<file path="src/rtl/uart_pkg.sv">
// Shared definitions for the UART receive-side buffer: entry width,
// status-byte bit positions and the capture FSM encoding.
package uart_pkg;

  localparam int ENTRY_W = 11;

  localparam int ST_RDY  = 0;
  localparam int ST_PERR = 2;
  localparam int ST_FERR = 3;
  localparam int ST_OVF  = 4;
  localparam int ST_DROP = 5;
  localparam int ST_FULL = 6;

  typedef enum logic [0:0] {
    IDLE  = 1'b0,
    CLEAR = 1'b1
  } cap_state_e;

endpackage

</file>
<file path="src/rtl/sync_fifo.sv">
// Generic synchronous FIFO with a show-ahead head output. Storage is not
// reset; only the pointers and the occupancy count are.
module sync_fifo #(
  parameter int WIDTH = 11,
  parameter int DEPTH = 16,
  parameter int AW    = 4
) (
  input  logic             clk,
  input  logic             rst,
  input  logic             wr_en,
  input  logic [WIDTH-1:0] wr_data,
  input  logic             rd_en,
  output logic [WIDTH-1:0] rd_data,
  output logic             empty,
  output logic             full,
  output logic [AW:0]      count
);

  logic [WIDTH-1:0] mem_q [DEPTH];
  logic [AW-1:0]    wr_ptr_q, wr_ptr_d;
  logic [AW-1:0]    rd_ptr_q, rd_ptr_d;
  logic [AW:0]      count_q, count_d;
  logic             wr_eff, rd_eff;

  assign empty  = (count_q == '0);
  assign full   = (count_q == (AW+1)'(DEPTH));
  // A read on a full FIFO frees the slot the simultaneous write lands in.
  assign rd_eff = rd_en && !empty;
  assign wr_eff = wr_en && (!full || rd_eff);

  always_comb begin
    wr_ptr_d = wr_ptr_q;
    rd_ptr_d = rd_ptr_q;
    count_d  = count_q;
    if (wr_eff) wr_ptr_d = wr_ptr_q + AW'(1);
    if (rd_eff) rd_ptr_d = rd_ptr_q + AW'(1);
    case ({wr_eff, rd_eff})
      2'b10:   count_d = count_q + (AW+1)'(1);
      2'b01:   count_d = count_q - (AW+1)'(1);
      default: count_d = count_q;
    endcase
  end

  always_ff @(posedge clk) begin
    if (rst) begin
      wr_ptr_q <= '0;
      rd_ptr_q <= '0;
      count_q  <= '0;
    end else begin
      wr_ptr_q <= wr_ptr_d;
      rd_ptr_q <= rd_ptr_d;
      count_q  <= count_d;
    end
  end

  always_ff @(posedge clk) begin
    if (wr_eff) mem_q[wr_ptr_q] <= wr_data;
  end

  assign rd_data = mem_q[rd_ptr_q];
  assign count   = count_q;

endmodule

</file>
<file path="src/rtl/rx_buffer.sv">
// Receive buffer behind the UART engine: captures one entry per RXRDY
// assertion, pulses clr back to the engine, and exposes a show-ahead read port.
module rx_buffer
  import uart_pkg::*;
#(
  parameter int DEPTH = 16,
  parameter int AW    = 4
) (
  input  logic          clk,
  input  logic          rst,
  input  logic          rxrdy_in,
  input  logic [7:0]    data_in,
  input  logic          perr_in,
  input  logic          ferr_in,
  input  logic          ovf_in,
  output logic          clr_out,
  input  logic          rd,
  input  logic          drop_clr,
  output logic [7:0]    rd_data,
  output logic [7:0]    rd_status,
  output logic          empty,
  output logic          full,
  output logic [AW:0]   count
);

  cap_state_e           state_q;
  logic                 clr_q;
  logic                 drop_q, drop_d;
  logic                 capture, wr_ok;
  logic [ENTRY_W-1:0]   head;

  assign capture = (state_q == IDLE) && rxrdy_in;
  assign wr_ok   = capture && (!full || rd);

  always_ff @(posedge clk) begin
    if (rst) begin
      state_q <= IDLE;
      clr_q   <= 1'b0;
    end else begin
      case (state_q)
        IDLE: if (rxrdy_in) begin
          state_q <= CLEAR;
          clr_q   <= 1'b1;
        end
        CLEAR: if (!rxrdy_in) begin
          state_q <= IDLE;
          clr_q   <= 1'b0;
        end
        default: begin
          state_q <= IDLE;
          clr_q   <= 1'b0;
        end
      endcase
    end
  end

  // A discard in the same cycle as drop_clr keeps the flag set.
  always_comb begin
    drop_d = drop_q;
    if (drop_clr) drop_d = 1'b0;
    if (capture && !wr_ok) drop_d = 1'b1;
  end

  always_ff @(posedge clk) begin
    if (rst) drop_q <= 1'b0;
    else     drop_q <= drop_d;
  end

  sync_fifo #(
    .WIDTH (ENTRY_W),
    .DEPTH (DEPTH),
    .AW    (AW)
  ) u_fifo (
    .clk     (clk),
    .rst     (rst),
    .wr_en   (wr_ok),
    .wr_data ({ovf_in, ferr_in, perr_in, data_in}),
    .rd_en   (rd),
    .rd_data (head),
    .empty   (empty),
    .full    (full),
    .count   (count)
  );

  // Head flags are masked while empty so stale memory never shows in status.
  always_comb begin
    rd_status           = 8'h00;
    rd_status[ST_RDY]   = ~empty;
    rd_status[ST_PERR]  = ~empty & head[8];
    rd_status[ST_FERR]  = ~empty & head[9];
    rd_status[ST_OVF]   = ~empty & head[10];
    rd_status[ST_DROP]  = drop_q;
    rd_status[ST_FULL]  = full;
  end

  assign rd_data = head[7:0];
  assign clr_out = clr_q;

endmodule
</file>
<file path="config.mk">
export PLATFORM = sky130hd
export DESIGN_NAME = rx_buffer
export DESIGN_NICKNAME = d
export VERILOG_FILES = /design/src/rtl/uart_pkg.sv /design/src/rtl/sync_fifo.sv /design/src/rtl/rx_buffer.sv
export SDC_FILE = /design/constraint.sdc
export NUM_CORES = 1
export LEC_CHECK = 0
export CAP_MARGIN = 10
export CORE_MARGIN = 4
export CORE_UTILIZATION = 30
export CTS_CLUSTER_DIAMETER = 50
export DETAILED_ROUTE_END_ITERATION = 10
export DONT_BUFFER_PORTS = 1
export GPL_TIMING_DRIVEN = 0
export PLACE_DENSITY = 0.52
export SLEW_MARGIN = 40
export SYNTH_ARGS = -nofsm -noshare
export SYNTH_HDL_FRONTEND = slang
export SYNTH_SLANG_ARGS = --single-unit
</file>
<file path="constraint.sdc">
create_clock -name clk -period 3.9 [get_ports clk]
set_input_delay 0.39 -clock clk [delete_from_list [all_inputs] [get_ports clk]]
set_output_delay 0.39 -clock clk [all_outputs]
set_load 0.02 [all_outputs]
</file>
# == Word level (Yosys, flattened, before mapping) ==
# Memory sizes are Yosys's and may differ from the RTL's. A register that Yosys moved wholly into a read port is not among the register bits.
# Index checks and enable logic that the tools add are counted.
# op_classes
eq_ne,5
reduce_logical,14
n_bitwise,5
shifts,0
magnitude_cmp,0
div_mod_pow,0
multipliers,0
n_mux,11
addsub,4
# op_table
cell,count
5-bit case mux with 2 select lines,1
"4-bit by 1-bit adder with 4-bit output, second input constant",2
4-bit two-way mux,2
1-bit two-way mux,7
"5-bit by 1-bit adder with 5-bit output, second input constant",1
"5-bit == test, second input constant",1
1-bit logical AND,5
5-bit logical NOT,1
"5-bit by 1-bit subtractor with 5-bit output, second input constant",1
"2-bit != test, second input constant",2
2-bit nonzero test,2
1-bit AND,3
1-bit logical NOT,3
"2-bit by 1-bit == test with 1-bit output, second input constant",1
"2-bit == test, second input constant",1
1-bit logical OR,2
1-bit inverter,2
1-bit case mux with 2 select lines,1
2-bit AND reduction,1
# word_totals
elab_cells,46
output_inout_bits,24
mem_bits_ro,0
inputBits,16
latchBits,0
ff_bits,16
n_memories,1
mem_bits_rw,176
# memory_table
memory,depth,width,read_ports,rd_ports_with_merged_regs,wr,line,rtl
u_fifo.mem_q,16,11,1,1,1,sync_fifo.sv:19,logic [WIDTH-1:0] mem_q [DEPTH];

# == Longest topological paths before layout ==
# logic_depth
word_depth,7
ltp_mapped,13
ltp_nobuf,11

# == Hierarchy ==
# From an unflattened synthesis, not the netlist that was laid out.
# unflattened
hier_cells,422
area_unflattened_um2,7842.5
# modules_own_cells
module,instances,seq_area_each_um2,area_each_um2,cells_per_inst
sync_fifo,1,5625.4,7654.8,399
rx_buffer,1,60.1,187.7,23

# == Least setup slack after synthesis ==
# OpenSTA, ideal clock, no wires.
# synth_timing
path_type,flip-flop to flip-flop
from,register u_fifo.count_q[0] (netlist: u_fifo.count[0])
to,register u_fifo.count_q[4] (netlist: u_fifo.count[4])
slack_ps,765
path_buffers,3
setup_ps,64
arrival_time_ps,3071
required_time_ps,3836
stages_incl_launch_ff,14
synth_period_minus_slack_ps,3135
path_cell_list,dfxtp_1 or4_1 buf_6 o31a_1 buf_6 inv_1 ha_1 clkbuf_1 xor2_1 ha_1 o21ai_0 or3_1 a2111o_1 nand4_1
# synth_via
elab_chain_len,7
word_cells_on_any_way,15
classes_between,add/sub (2); eq/ne (3); mux (1); reduce/logical (9)
# synth_rtl
item,line,rtl
from (decl),sync_fifo.sv:22,"logic [AW:0] count_q, count_d;"
from (signal assigned),sync_fifo.sv:52,count_q <= count_d;
5-bit == test / 5-bit logical NOT (equally long branches),"sync_fifo.sv:26, sync_fifo.sv:25",
"1-bit logical NOT, on equally long branches","sync_fifo.sv:29, rx_buffer.sv:33, sync_fifo.sv:28",
1-bit logical OR / 1-bit logical AND (equally long branches),"rx_buffer.sv:33, sync_fifo.sv:28",
1-bit logical AND / 1-bit logical OR (equally long branches),"rx_buffer.sv:33, sync_fifo.sv:29",
1-bit logical AND,sync_fifo.sv:29,assign wr_eff = wr_en && (!full || rd_eff);
2-bit by 1-bit == test with 1-bit output / 2-bit == test (equally long branches),sync_fifo.sv:37,"case ({wr_eff, rd_eff})"
5-bit case mux with 2 select lines / 2-bit nonzero test (equally long branches),--,
# Parallel ways exist; a longest one is shown, timed or not.
# A chain may end at the register's enable or synchronous reset.

# == Final worst setup path ==
# Same ends and word-level chain as after synthesis.

==> flow_metrics.py <==
metrics = {
    "outcome": {
        "status": "finished clean",
    },
    "grt": {
        "antenna_found_initial": 0,
        "grt_pass1_vias": 4114,
        "grt_pass1_wl_mm": 24.4,
        "grt-ovfl-total": 0,
        "grt_use_met3": 0.0419,
        "track_usage": 0.115,
        "met1_usage": 0.149,
        "gr-usage-met2": 0.184,
        "busiest_layer": "met2",
        "grt_max_degree": 19,
    },
    "power": {
        "p_comb_frac": 0.199,
        "p_int_w": 0.00365,
        "vdd_drop_max_v": 0.000463,
        "switchingPower_w": 0.00150,
        "fin_total_pwr_w": 0.00515,
        "cellPowerDensity_nw_per_um2": 577,
        "swShare": 0.291,
        "p_leak_nw": 2.81,
        "p_clk_frac": 0.329,
        "seq_power_share": 0.471,
    },
    "synthesis": {
        "synth_cells": 420,
        "yosys.area.top_type": "edfxtp_1",
        "ys_warn_count": 0,
        "ys_ff_latch": 196,
        "postSynthAreaPerCell_um2": 18.6,
        "synth-edff-count": 176,
        "ys_types": 41,
        "synth_ff_type": "edfxtp_1",
        "yosysMostFrequentCell": "edfxtp_1",
        "synth_top_area_frac": 0.678,
        "netlist_top_cells_count": "176 x edfxtp_1, 44 x mux4_2, 31 x nor2_1",
        "syn-cell-area_um2": 7800,
        "synthTopCellsByArea": "edfxtp_1 68%, mux4_2 13%, dfxtp_1 5.1%, ha_1 1.6%, a22oi_1 1.5%",
        "ys_seq_area_frac": 0.729,
        "async_reset_ff_frac": 0,
    },
    "worst_hold_path": {
        "worstHoldPathType": "input pin to register",
        "hold_path.startpoint": "data_in[2]",
        "hold_depth": 0,
        "holdPathEnd": "u_fifo.mem_q[8][2]$_DFFE_PP_",
    },
    "sta": {
        "fin_setup_tns_ps": 0,
        "timing.hold.ws_ps": 52.7,
        "skew_ps": 9.31,
        "grt_setup_unrepaired": "false",
        "hold_viol": 0,
        "slew_viol_final": 0,
        "fin_crit_ps": 3410,
        "setup_viol": 0,
        "worst_slew_pin_slew_ps": 842,
        "fin_ws_ps": 490,
        "fmax_mhz": 293,
        "fin_crit_sh": 0.874,
        "relSlewSlack": 0.439,
    },
    "routing": {
        "drtIter0Drc": 305,
        "num_vias": 3849,
        "avgRoutedWirePerCell_um": 20.3,
        "drtAntennaViolNets": 0,
        "wirelength_mm": 16.1,
        "dr.pass1.iters": 4,
        "vias_per_cell": 4.87,
        "drc": 0,
    },
    "clocking": {
        "htree_levels": 4,
        "ctsLongestPathBuffers": 2,
        "cts_buffers": 17,
        "clock_latency_ps": 430,
        "tritoncts": "done",
        "clkTransAtPathRegs_ps": 70,
        "cts_setup_buffers": 0,
        "cts-root-buf": "clkbuf_16",
        "cts_sinks": 196,
        "cts_hold_buf": 0,
        "ctsResizeCount": 0,
    },
    "placement": {
        "hpwl_mm": 10.5,
        "port_buffers": 0,
        "gp_congestion": 0.786,
        "place_ws_ps": 513,
    },
    "critical_path": {
        "critical_path.cell_chain": "or4_1 > buf_6 > o31a_1 > buf_6 > inv_1 > ha_1 > clkbuf_1 > xor2_1 > ha_1 > o21ai_0 > or3_1 > a2111o_1 > nand4_1",
        "crit_buf_inv": 4,
        "cpPeakStageDelay_ps": 560,
        "crit_type": "register to register",
        "timing.reg2reg.setup_slack_ps": 490,
        "path_max_fanout": 8,
        "required_ps": 4270,
        "crit_family": "simple AND/OR/NAND/NOR gates",
        "cp_slowest_cell": "or4_1",
        "timing.rr.end": "u_fifo.count[4]$_SDFFE_PP0P_",
        "cp-startpoint": "u_fifo.count[0]$_SDFFE_PP0P_",
        "end_kind": "register",
        "reg2reg_from": "u_fifo.count[0]$_SDFFE_PP0P_",
        "worstSetupStartpointType": "register",
        "reg2regPathDepth": 13,
        "cp.arrival_ps": 3780,
    },
    "layout": {
        "synthToLayoutAreaGrowth_pct": 14.5,
        "fillers": 2393,
        "drive_gt1_frac": 0.258,
        "antenna_cells": 0,
        "nNetsFinal": 474,
    },
    "floorplanning": {
        "start_util": 0.307,
        "die_y_um": 169,
        "rows": 58,
        "core_um2": 25400,
        "die-area_um2": 28600,
        "io_pins": 40,
        "die_width_um": 169,
    },
    "flow_run": {
        "maxCapViolCount": 0,
    },
}
==> worst max path at each step <==
stage                                         endpoint  slack [ps]  depth (start not counted)
after CTS                 u_fifo.count[4]$_SDFFE_PP0P_         490                         13
after detailed placement  u_fifo.count[4]$_SDFFE_PP0P_         510                         13
final                     u_fifo.count[4]$_SDFFE_PP0P_         490                         13
after global routing      u_fifo.count[4]$_SDFFE_PP0P_         320                         13
after global placement    u_fifo.count[4]$_SDFFE_PP0P_         550                         13
after floorplan           u_fifo.count[4]$_SDFFE_PP0P_         770                         13
==> power groups by stage <==
stage | registers [W] | clock network, W | logic [W]
2_1_floorplan | 0.00246 | 0 | 0.000783
3_3_place_gp | 0.00247 | 0 | 0.000991
3_5_place_dp | 0.00247 | 0 | 0.00103
4_1_cts | 0.00243 | 0.00174 | 0.00104
5_1_grt | 0.00244 | 0.00184 | 0.00112
6_report | 0.00243 | 0.00170 | 0.00103
==> per-stage QoR <==
stage / instances / instance area, um^2 / utilization
2_1_floorplan: 421 / 7800 / -
3_3_place_gp: 751 / 8220 / 0.323
3_5_place_dp: 759 / 8340 / 0.328
4_1_cts: 791 / 8920 / 0.351
5_1_grt: 791 / 8930 / 0.352
6_report: 791 / 8930 / 0.352
==> flip-flops by register name (all words and copies together) (netlist names), named ones only <==
name / cells
drop_q: 1
u_fifo.wr_ptr_q: 4
u_fifo.count: 5
clr_out: 1
state_q: 1
u_fifo.rd_ptr_q: 4
u_fifo.mem_q: 176
==> metal layers <==
layer,vias to the layer above,routed length (um)
met5,-,0
met4,0,204
met1,2012,7040
met2,101,7760
met3,13,1050
li1,1723,-
==> placed cells by master, fill, tap and decap left out, types with 6 or more instances in the layout <==
cell type | synthesis | routed
edfxtp_1 | 176 | 176
mux4_2 | 44 | 44
dfxtp_1 | 20 | 20
nor2_1 | 31 | 18
clkbuf_16 | 0 | 17
a22oi_1 | 16 | 16
nand2_1 | 16 | 16
buf_2 | 8 | 11
nor2_2 | 0 | 10
ha_1 | 10 | 10
inv_1 | 9 | 9
clkbuf_1 | 7 | 7
nor2b_1 | 7 | 7
buf_4 | 4 | 7
xor2_1 | 6 | 6
buf_1 | 6 | 6
mux2i_1 | 6 | 6
==> layout make-up <==
| cell class | count | area (um^2) | area share |
|---|---|---|---|
| flip-flops and latches | 196 | 5690 | 0.637 |
| inverters | 9 | 33.8 | 0.00378 |
| clock buffers | 17 | 425 | 0.0476 |
| plain buffers | 27 | 141 | 0.0158 |
| well taps | 330 | 413 | 0.0462 |
| clock inverters | 15 | 148 | 0.0165 |
| multi-input cells | 189 | 2020 | 0.227 |
| repair buffers | 8 | 60.1 | 0.00672 |
==> logic make-up (layout without fill, tap and decap cells) <==
logic type / after synthesis / in the layout / share of synthesized area
adders and majority gates: 10 / 10 / 0.0160
DFF: 196 / 196 / 0.729
buffers and inverters: 36 / 76 / 0.0225
other: 1 / 2 / 0.000481
AOI/OAI and AO/OA: 40 / 40 / 0.0395
muxes: 50 / 50 / 0.135
xor gates and xnor gates: 8 / 8 / 0.00898
and+or+nand+nor: 79 / 79 / 0.0488
Note: power is estimated with default switching activity, not from simulation.
